### config.mk
export PLATFORM = sky130hd
export DESIGN_NAME = proc_control_unit_flat
export DESIGN_NICKNAME = d
export VERILOG_FILES = /design/src/rtl/proc_control_unit_pkg.sv /design/src/rtl/proc_control_unit_if.sv /design/src/rtl/proc_control_unit_dec3to8.sv /design/src/rtl/proc_control_unit.sv /design/src/flat_wrapper.sv
export SDC_FILE = /design/constraint.sdc
export NUM_CORES = 1
export LEC_CHECK = 0
export CELL_PAD_IN_SITES_DETAIL_PLACEMENT = 0
export CELL_PAD_IN_SITES_GLOBAL_PLACEMENT = 1
export CORE_UTILIZATION = 31
export CTS_CLUSTER_SIZE = 16
export DETAILED_ROUTE_END_ITERATION = 8
export GPL_TIMING_DRIVEN = 0
export HOLD_SLACK_MARGIN = 0.1
export PLACE_DENSITY = 0.95
export SYNTH_ARGS = -nofsm -noshare
export SYNTH_HDL_FRONTEND = slang
export SYNTH_SLANG_ARGS = --single-unit
### constraint.sdc
create_clock -name Clock -period 3.3 [get_ports Clock]
set_input_delay 0.66 -clock Clock [delete_from_list [all_inputs] [get_ports Clock]]
set_output_delay 0.66 -clock Clock [all_outputs]
set_load 0.02 [all_outputs]
### src/rtl/proc_control_unit_pkg.sv
// ---------------------------------------------------------------------------
// proc_pkg
// Shared types and constants for the 9-bit simple processor control unit.
//   opcode_t : instruction opcodes carried in IR[8:6]
//   state_t  : instruction-sequencing step (T0..T3)
//   IR_*     : bit positions of the opcode / Rx / Ry fields inside IR
// ---------------------------------------------------------------------------
package proc_pkg;

  localparam int BUS_W = 9;
  localparam int NREGS = 8;

  // IR field positions: IR[8:6] opcode, IR[5:3] Rx, IR[2:0] Ry
  localparam int IR_OP_HI = 8;
  localparam int IR_OP_LO = 6;
  localparam int IR_RX_HI = 5;
  localparam int IR_RX_LO = 3;
  localparam int IR_RY_HI = 2;
  localparam int IR_RY_LO = 0;

  typedef enum logic [2:0] {
    OP_MV  = 3'b000,
    OP_MVI = 3'b001,
    OP_ADD = 3'b010,
    OP_SUB = 3'b011
  } opcode_t;

  typedef enum logic [1:0] {
    T0 = 2'd0,
    T1 = 2'd1,
    T2 = 2'd2,
    T3 = 2'd3
  } state_t;

endpackage

### src/rtl/proc_control_unit_if.sv
// ---------------------------------------------------------------------------
// proc_control_unit_if
// Signals between the control unit and the rest of the processor.
//   Din, Run          : instruction/immediate word and start request
//   Rout, Gout, DINout: bus-driver selects (at most one active)
//   Rin, Ain, Gin     : register load enables
//   AddSub            : ALU op (0 add, 1 subtract)
//   IRin, Done, IR    : IR load strobe, completion pulse, IR contents
// Modports: master = control unit, slave = datapath / environment.
// ---------------------------------------------------------------------------
interface proc_control_unit_if;
  import proc_pkg::*;

  logic [BUS_W-1:0] Din;
  logic             Run;
  logic [NREGS-1:0] Rout;
  logic             Gout;
  logic             DINout;
  logic [NREGS-1:0] Rin;
  logic             Ain;
  logic             Gin;
  logic             AddSub;
  logic             IRin;
  logic             Done;
  logic [BUS_W-1:0] IR;

  modport master (
    input  Din, Run,
    output Rout, Gout, DINout, Rin, Ain, Gin, AddSub, IRin, Done, IR
  );

  modport slave (
    output Din, Run,
    input  Rout, Gout, DINout, Rin, Ain, Gin, AddSub, IRin, Done, IR
  );

endinterface

### src/rtl/proc_control_unit_dec3to8.sv
// ---------------------------------------------------------------------------
// dec3to8
// 3-to-8 one-hot decoder with enable.
//   sel    : register index
//   en     : when 0 every output is 0
//   onehot : bit sel set when enabled
// ---------------------------------------------------------------------------
module dec3to8 (
  input  logic [2:0] sel,
  input  logic       en,
  output logic [7:0] onehot
);

  for (genvar gi = 0; gi < 8; gi++) begin : g_dec
    assign onehot[gi] = en && (sel == 3'(gi));
  end

endmodule

### src/rtl/proc_control_unit.sv
// ---------------------------------------------------------------------------
// proc_control_unit
// Instruction-sequencing FSM for the 9-bit simple processor. Latches an
// instruction from Din in T0 when Run is high, then steps through T1..T3
// producing bus-driver selects and load/ALU strobes.
//   Clock  : system clock, rising edge
//   Resetn : asynchronous active-low reset; forces every output to 0
//   bus    : proc_control_unit_if.master (Din/Run in, control strobes out)
// Outputs are combinational from state and IR (Run also feeds IRin in T0).
// ---------------------------------------------------------------------------
module proc_control_unit
  import proc_pkg::*;
(
  input  logic                   Clock,
  input  logic                   Resetn,
  proc_control_unit_if.master    bus
);

  state_t           state;
  logic [BUS_W-1:0] ir;

  logic [2:0] ir_op;
  logic [2:0] ir_rx;
  logic [2:0] ir_ry;

  assign ir_op = ir[IR_OP_HI:IR_OP_LO];
  assign ir_rx = ir[IR_RX_HI:IR_RX_LO];
  assign ir_ry = ir[IR_RY_HI:IR_RY_LO];

  // State and IR register
  always_ff @(posedge Clock or negedge Resetn) begin
    if (!Resetn) begin
      state <= T0;
      ir    <= '0;
    end else begin
      unique case (state)
        T0: begin
          if (bus.Run) begin
            ir    <= bus.Din;
            state <= T1;
          end
        end
        T1: begin
          if (ir_op == OP_ADD || ir_op == OP_SUB) state <= T2;
          else                                    state <= T0;
        end
        T2:      state <= T3;
        default: state <= T0;
      endcase
    end
  end

  // Per-step control decisions, before register decoding and reset gating
  logic rout_rx, rout_ry, rin_rx;
  logic gout_c, dinout_c, ain_c, gin_c, addsub_c, irin_c, done_c;

  always_comb begin
    rout_rx  = 1'b0;
    rout_ry  = 1'b0;
    rin_rx   = 1'b0;
    gout_c   = 1'b0;
    dinout_c = 1'b0;
    ain_c    = 1'b0;
    gin_c    = 1'b0;
    addsub_c = 1'b0;
    irin_c   = 1'b0;
    done_c   = 1'b0;
    unique case (state)
      T0: irin_c = bus.Run;
      T1: begin
        case (ir_op)
          OP_MV: begin
            rout_ry = 1'b1;
            rin_rx  = 1'b1;
            done_c  = 1'b1;
          end
          OP_MVI: begin
            dinout_c = 1'b1;
            rin_rx   = 1'b1;
            done_c   = 1'b1;
          end
          OP_ADD, OP_SUB: begin
            rout_rx = 1'b1;
            ain_c   = 1'b1;
          end
          // reserved opcodes complete as a NOP
          default: done_c = 1'b1;
        endcase
      end
      T2: begin
        rout_ry  = 1'b1;
        gin_c    = 1'b1;
        addsub_c = ir[IR_OP_LO];
      end
      default: begin
        gout_c = 1'b1;
        rin_rx = 1'b1;
        done_c = 1'b1;
      end
    endcase
  end

  // Rx is used for either Rout or Rin, never both in the same step, so one
  // decoder serves both; Ry only ever selects a bus driver.
  logic [NREGS-1:0] rx_onehot;
  logic [NREGS-1:0] ry_onehot;

  dec3to8 u_dec_rx (
    .sel    (ir_rx),
    .en     (Resetn && (rout_rx || rin_rx)),
    .onehot (rx_onehot)
  );

  dec3to8 u_dec_ry (
    .sel    (ir_ry),
    .en     (Resetn && rout_ry),
    .onehot (ry_onehot)
  );

  // Resetn gates everything so enables drop the instant reset asserts,
  // without waiting for the registers to settle.
  assign bus.Rout   = (rout_rx ? rx_onehot : '0) | ry_onehot;
  assign bus.Rin    = rin_rx ? rx_onehot : '0;
  assign bus.Gout   = Resetn && gout_c;
  assign bus.DINout = Resetn && dinout_c;
  assign bus.Ain    = Resetn && ain_c;
  assign bus.Gin    = Resetn && gin_c;
  assign bus.AddSub = Resetn && addsub_c;
  assign bus.IRin   = Resetn && irin_c;
  assign bus.Done   = Resetn && done_c;
  assign bus.IR     = Resetn ? ir : '0;

  // Only one source may drive the shared bus in any cycle
  a_bus_onehot: assert property (@(posedge Clock) disable iff (!Resetn)
    $onehot0({bus.Rout, bus.Gout, bus.DINout}));

endmodule

### src/flat_wrapper.sv
// flat-port wrapper written by rule: the top's interface ports become plain ports
module proc_control_unit_flat import proc_pkg::*;
  (Clock, Resetn, bus_Din, bus_Run, bus_Rout, bus_Gout, bus_DINout, bus_Rin, bus_Ain, bus_Gin, bus_AddSub, bus_IRin, bus_Done, bus_IR);
  proc_control_unit_if bus_i ();
  input  logic Clock;
  input  logic Resetn;
  input wire logic [$bits(bus_i.Din)-1:0] bus_Din;
  input wire logic [$bits(bus_i.Run)-1:0] bus_Run;
  output wire logic [$bits(bus_i.Rout)-1:0] bus_Rout;
  output wire logic [$bits(bus_i.Gout)-1:0] bus_Gout;
  output wire logic [$bits(bus_i.DINout)-1:0] bus_DINout;
  output wire logic [$bits(bus_i.Rin)-1:0] bus_Rin;
  output wire logic [$bits(bus_i.Ain)-1:0] bus_Ain;
  output wire logic [$bits(bus_i.Gin)-1:0] bus_Gin;
  output wire logic [$bits(bus_i.AddSub)-1:0] bus_AddSub;
  output wire logic [$bits(bus_i.IRin)-1:0] bus_IRin;
  output wire logic [$bits(bus_i.Done)-1:0] bus_Done;
  output wire logic [$bits(bus_i.IR)-1:0] bus_IR;
  assign bus_i.Din = bus_Din;
  assign bus_i.Run = bus_Run;
  assign bus_Rout = bus_i.Rout;
  assign bus_Gout = bus_i.Gout;
  assign bus_DINout = bus_i.DINout;
  assign bus_Rin = bus_i.Rin;
  assign bus_Ain = bus_i.Ain;
  assign bus_Gin = bus_i.Gin;
  assign bus_AddSub = bus_i.AddSub;
  assign bus_IRin = bus_i.IRin;
  assign bus_Done = bus_i.Done;
  assign bus_IR = bus_i.IR;
  proc_control_unit u_core (.Clock(Clock), .Resetn(Resetn), .bus(bus_i));
endmodule
## Yosys cells after proc, flatten, opt, wreduce, memory -nomap -nowiden

Cells that the tools add are included.

- Multiplexer cells: 20
- Reductions and logical operators: 36
- Equality and inequality tests: 20
- Bitwise operators: 1

Operators with widths:

| kind | number |
|---|---|
| $logic_and 1x1->1 | 25 |
| $eq 3x3->1 const B | 8 |
| $eq 3x2->1 const B | 6 |
| $mux 8 | 2 |
| $mux 1 | 11 |
| $eq 3x1->1 const B | 3 |
| $logic_not 3->1 | 3 |
| $mux 9 | 1 |
| $or 8x8->8 | 1 |
| $pmux 1 s2 | 3 |
| $pmux 2 s3 | 1 |
| $reduce_or 2->1 | 3 |
| $mux 2 | 2 |
| $reduce_or 3->1 | 1 |
| $eq 2x1->1 const B | 1 |
| $eq 2x2->1 const B | 1 |
| $logic_not 2->1 | 1 |
| $logic_or 1x1->1 | 2 |
| $ne 2x2->1 const B | 1 |
| $reduce_and 2->1 | 1 |

- Output and inout port bits: 32
- Logic and storage cells: 79
- Flip-flop bits (word level): 11

## Logic depth before layout (Yosys ltp)

- Depth after elaboration: 9
- Gate-level depth with buffers: 5
- Mapped depth without buffers: 5

## Hierarchy

From an unflattened synthesis, not the netlist that was laid out.

- Cell total of the unflattened synthesis: 95
- Area total of the unflattened synthesis: 970.9 um^2

By module, submodules not included:

| module | times used | cells each | area each (um^2) |
|---|---|---|---|
| proc_control_unit | 1 | 79 | 778.2 |
| dec3to8 | 2 | 8 | 96.3 |

## Worst setup path after synthesis

Ideal clock, no wire load.

- Kind: register to output
- From: register u_core.state[0]
- To: output bus_Rin[1]
- Buffers on the path: 0
- Cell stages (with the launch flop): 6
- Arrival: 1.624 ns
- Slack: 1.016 ns
- Cells stage by stage: dfrtp_1 inv_1 ha_1 nor3_1 o21bai_1 nor3b_1

- Word-level cells in the longest chain between the ends: 7

Ends and longest elaborated chain:

| what | line | text |
|---|---|---|
| start, declared | proc_control_unit.sv:19 | `state_t state;` |
| start signal, assigned | proc_control_unit.sv:33 | `state <= T0;` |
| start signal, assigned | proc_control_unit.sv:40 | `state <= T1;` |
| start signal, assigned | proc_control_unit.sv:44 | `if (ir_op == OP_ADD \|\| ir_op == OP_SUB) state <= T2;` |
| $eq 2x2->1 / $logic_not 2->1 (equally long branches) | proc_control_unit.sv:68 | `unique case (state)` |
| $reduce_or 2->1 (no line) | -- |  |
| $pmux 1 s2 | proc_control_unit.sv:68 |  |
| $logic_or 1x1->1 | proc_control_unit.sv:110 | `.en (Resetn && (rout_rx \|\| rin_rx)),` |
| $logic_and 1x1->1 | proc_control_unit.sv:110 |  |
| $logic_and 1x1->1 | proc_control_unit_dec3to8.sv:15 | `assign onehot[gi] = en && (sel == 3'(gi));` |
| $mux 8 (*) | proc_control_unit.sv:123 | `assign bus.Rin = rin_rx ? rx_onehot : '0;` |
| end, declared | flat_wrapper.sv:12 | `output wire logic [$bits(bus_i.Rin)-1:0] bus_Rin;` |

Mark *: on every way between the ends. The rest lies on a longest branch, timed or not.

## Worst setup path after layout

- From: register u_core.state[0]
- To: output bus_Rin[0]

Same word-level chain as after synthesis.

==> run_results.csv <==
group,metric,value,unit
synthesis,netlist_instances,88,
timing,skew,2.050,ps
timing,period_share,93.62,%
synthesis,synthFlopType,"dfrtp_1",
clocking,cts_buffers,3,
floorplanning,core_area,2567,um^2
global_route,grt_pass1_wl,3.843,mm
timing,setup_violations,0,
route,routed_wl,2.279,mm
hold_path,hold_class,"input port to asynchronous set/reset pin",
global_route,gr-total-overflow,0,
synthesis,ys_ff_latch,11,
place,gp_congestion,0.7543,
global_route,antenna_found_initial,0,
route,wl_per_cell,13.81,um
timing,fmaxAchievable,0.3237,GHz
clocking,cts_tree,"built",
place,io_buffers,43,
critical_path,worstPathArrival,2430,ps
route,drc,0,
timing,rsz0062_at_grt,"false",
critical_path,cp-start-kind,"flop",
synthesis,synth_seq_area_share,31.29,%
critical_path,worstPathMaxFanout,7,
clocking,cts_num_sinks,11,
timing,final.min_clock_period,3089,ps
timing,drv_slew,0,
layout,nFillCells,254,
clocking,h-tree-depth,1,
place,dpl_cell_area,1348,um^2
synthesis,yosys.area.top_type,"dfrtp_1",
synthesis,synth_top_area_share,31.29,%
critical_path,cp.required,2640,ps
run,maxCapViolCount,0,
floorplanning,die_width,55.27,um
global_route,grt_start_max_net_pins,21,
floorplanning,die-area,3054,um^2
critical_path,end_kind,"output pin",
pwr,power.density,745.5,nW/um^2
route,drt.antenna.violating_nets,0,
clocking,clkTransAtPathRegs,70,ps
layout,instances_no_fill,165,
synthesis,synth_edf_count,0,
global_route,grt_usage,15.82,%
timing,fin_setup_tns,0,ps
clocking,root_buffer,"clkbuf_4",
synthesis,yosysWarnings,0,
synthesis,synth_nets,104,
synthesis,synthArstFlopShare,100.0,%
timing,relSlewSlack,73.32,%
route,vias,840,
floorplanning,io_pins,44,
critical_path,crit_type,"flop to output pin",
layout,final_cell_mix,"clkdlybuf4s50_1 (42), and2_1 (12), dfrtp_1 (11)",
layout,fin_area,1378,um^2
timing,worst_pin_slew,400.1,ps
floorplanning,fp-row-count,18,
layout,layout-drive-gt1-share,18.52,%
place,dpl.hpwl,1.887,mm
synthesis,synth_area_per_cell,9.995,um^2
critical_path,critPathLaunch,"u_core.state[0]",
pwr,irDropWorstVdd,0.0004160,V
clocking,clock_latency,270,ps
run_status,outcome,"completed",
critical_path,r2r_setup_slack,1780,ps
synthesis,synth.distinct_cells,33,
global_route,first_global_vias,885,
synthesis,netlist_top_cells_area,"dfrtp_1 (31%), and2_1 (8.5%), mux2_2 (6.4%)",
route,via_per_inst,5.091,
timing,hold_violations,0,
route,dr.pass1.iters,4,
layout,area_delta_synth_final,56.61,%
place,dp.cells,161,
critical_path,r2r-start,"u_core.state[0]",
layout,final_common_cell,"clkdlybuf4s50_1",
floorplanning,die_h,55.27,um
clocking,clk_path_buf_depth,2,
route,drt_iter0_drc,13,
layout,final_nets,152,
pwr,p_leak,0.5380,nW
synthesis,synth_area,879.6,um^2
layout,n_antenna_cell,0,
floorplanning,initial_core_util,34.26,%
clocking,postCtsHoldBufs,0,
[cell type report]
| class | count | area [um^2] | area share (%) |
|---|---|---|---|
| plain buffers | 3 | 15.01 | 1.090 |
| clock buffers | 3 | 22.52 | 1.635 |
| clock inverters | 1 | 5.005 | 0.3633 |
| inverters | 3 | 11.26 | 0.8174 |
| multi-input cells | 71 | 579.3 | 42.05 |
| flip-flops and latches | 11 | 275.3 | 19.98 |
| well taps | 30 | 37.54 | 2.725 |
| repair buffers | 43 | 431.7 | 31.34 |
[registers in the layout, summed over array words and instances, names as in the netlist]
name / count
u_core.ir: 9
u_core.state: 2
[final timing paths]
path,to,cells after the start
worst max-delay path,bus_Rin[0],6
worst min-delay path,u_core.ir[6],1
worst max register to register,u_core.ir[7],4
worst min register to register,u_core.ir[2],1
max in group asynchronous,u_core.state[0],1
min in group Clock,u_core.ir[2],1
[synth_stat cells, types with 3 or more instances]
| cell type | n |
|---|---|
| mux2_1 | 4 |
| o22ai_1 | 6 |
| nand2_1 | 3 |
| and2_1 | 12 |
| ha_1 | 4 |
| mux2_2 | 5 |
| dfrtp_1 | 11 |
| nand2b_1 | 4 |
| nor2_1 | 6 |
| inv_1 | 3 |
[routing by layer]
metal | track usage, % | wire length [um] | vias up
met5 | 0 | 0 | -
met3 | 3.279 | 98 | 4
li1 | - | - | 412
met4 | 7.143 | 46 | 0
met2 | 30.64 | 1251 | 25
met1 | 15.91 | 883 | 399
[report_power, final]
part,switching [mW],internal (mW)
clock,0.0440,0.0448
combinational,0.347,0.310
sequential,0.0780,0.203
[what timing repair did]
action,CTS,global route
pin swaps,0,0
setup buffers,0,0
setup endpoints to repair,23,2
gates resized for setup,3,2
cloned,0,0
[kinds of logic (layout without fill, tap and decap cells)]
logic type / after synthesis / after routing / synth area share, %
muxes: 10 / 10 / 12.66
buffers and inverters: 6 / 53 / 2.844
DFF: 11 / 11 / 31.29
and+or+nand+nor: 41 / 41 / 32.00
AOI/OAI and AO/OA: 16 / 16 / 15.50
adders and majority gates: 4 / 4 / 5.690
[critical path, cell delays in order (launching register included)]
cell	delay (ps)
dfrtp_1	410
inv_1	100
ha_1	310
nor3_1	270
o21bai_1	180
nor4b_2	260
clkdlybuf4s50_1	640
[stage by stage]
| stage | hold WS [ps] | setup slack [ps] | util [%] | power [mW] |
|---|---|---|---|---|
| global placement | 514.6 | -359.3 | 52.49 | 0.9192 |
| global route | 421.2 | 30.24 | 53.65 | 1.105 |
| detailed placement | 529.7 | -335.3 | 52.49 | 0.9459 |
| floorplan | 364.4 | 1016 | - | 0.7069 |
| CTS | 401.3 | 184.9 | 53.61 | 1.039 |
| finish | 400.4 | 210.6 | 53.65 | 1.027 |
Power figures use the tool's default switching activity.
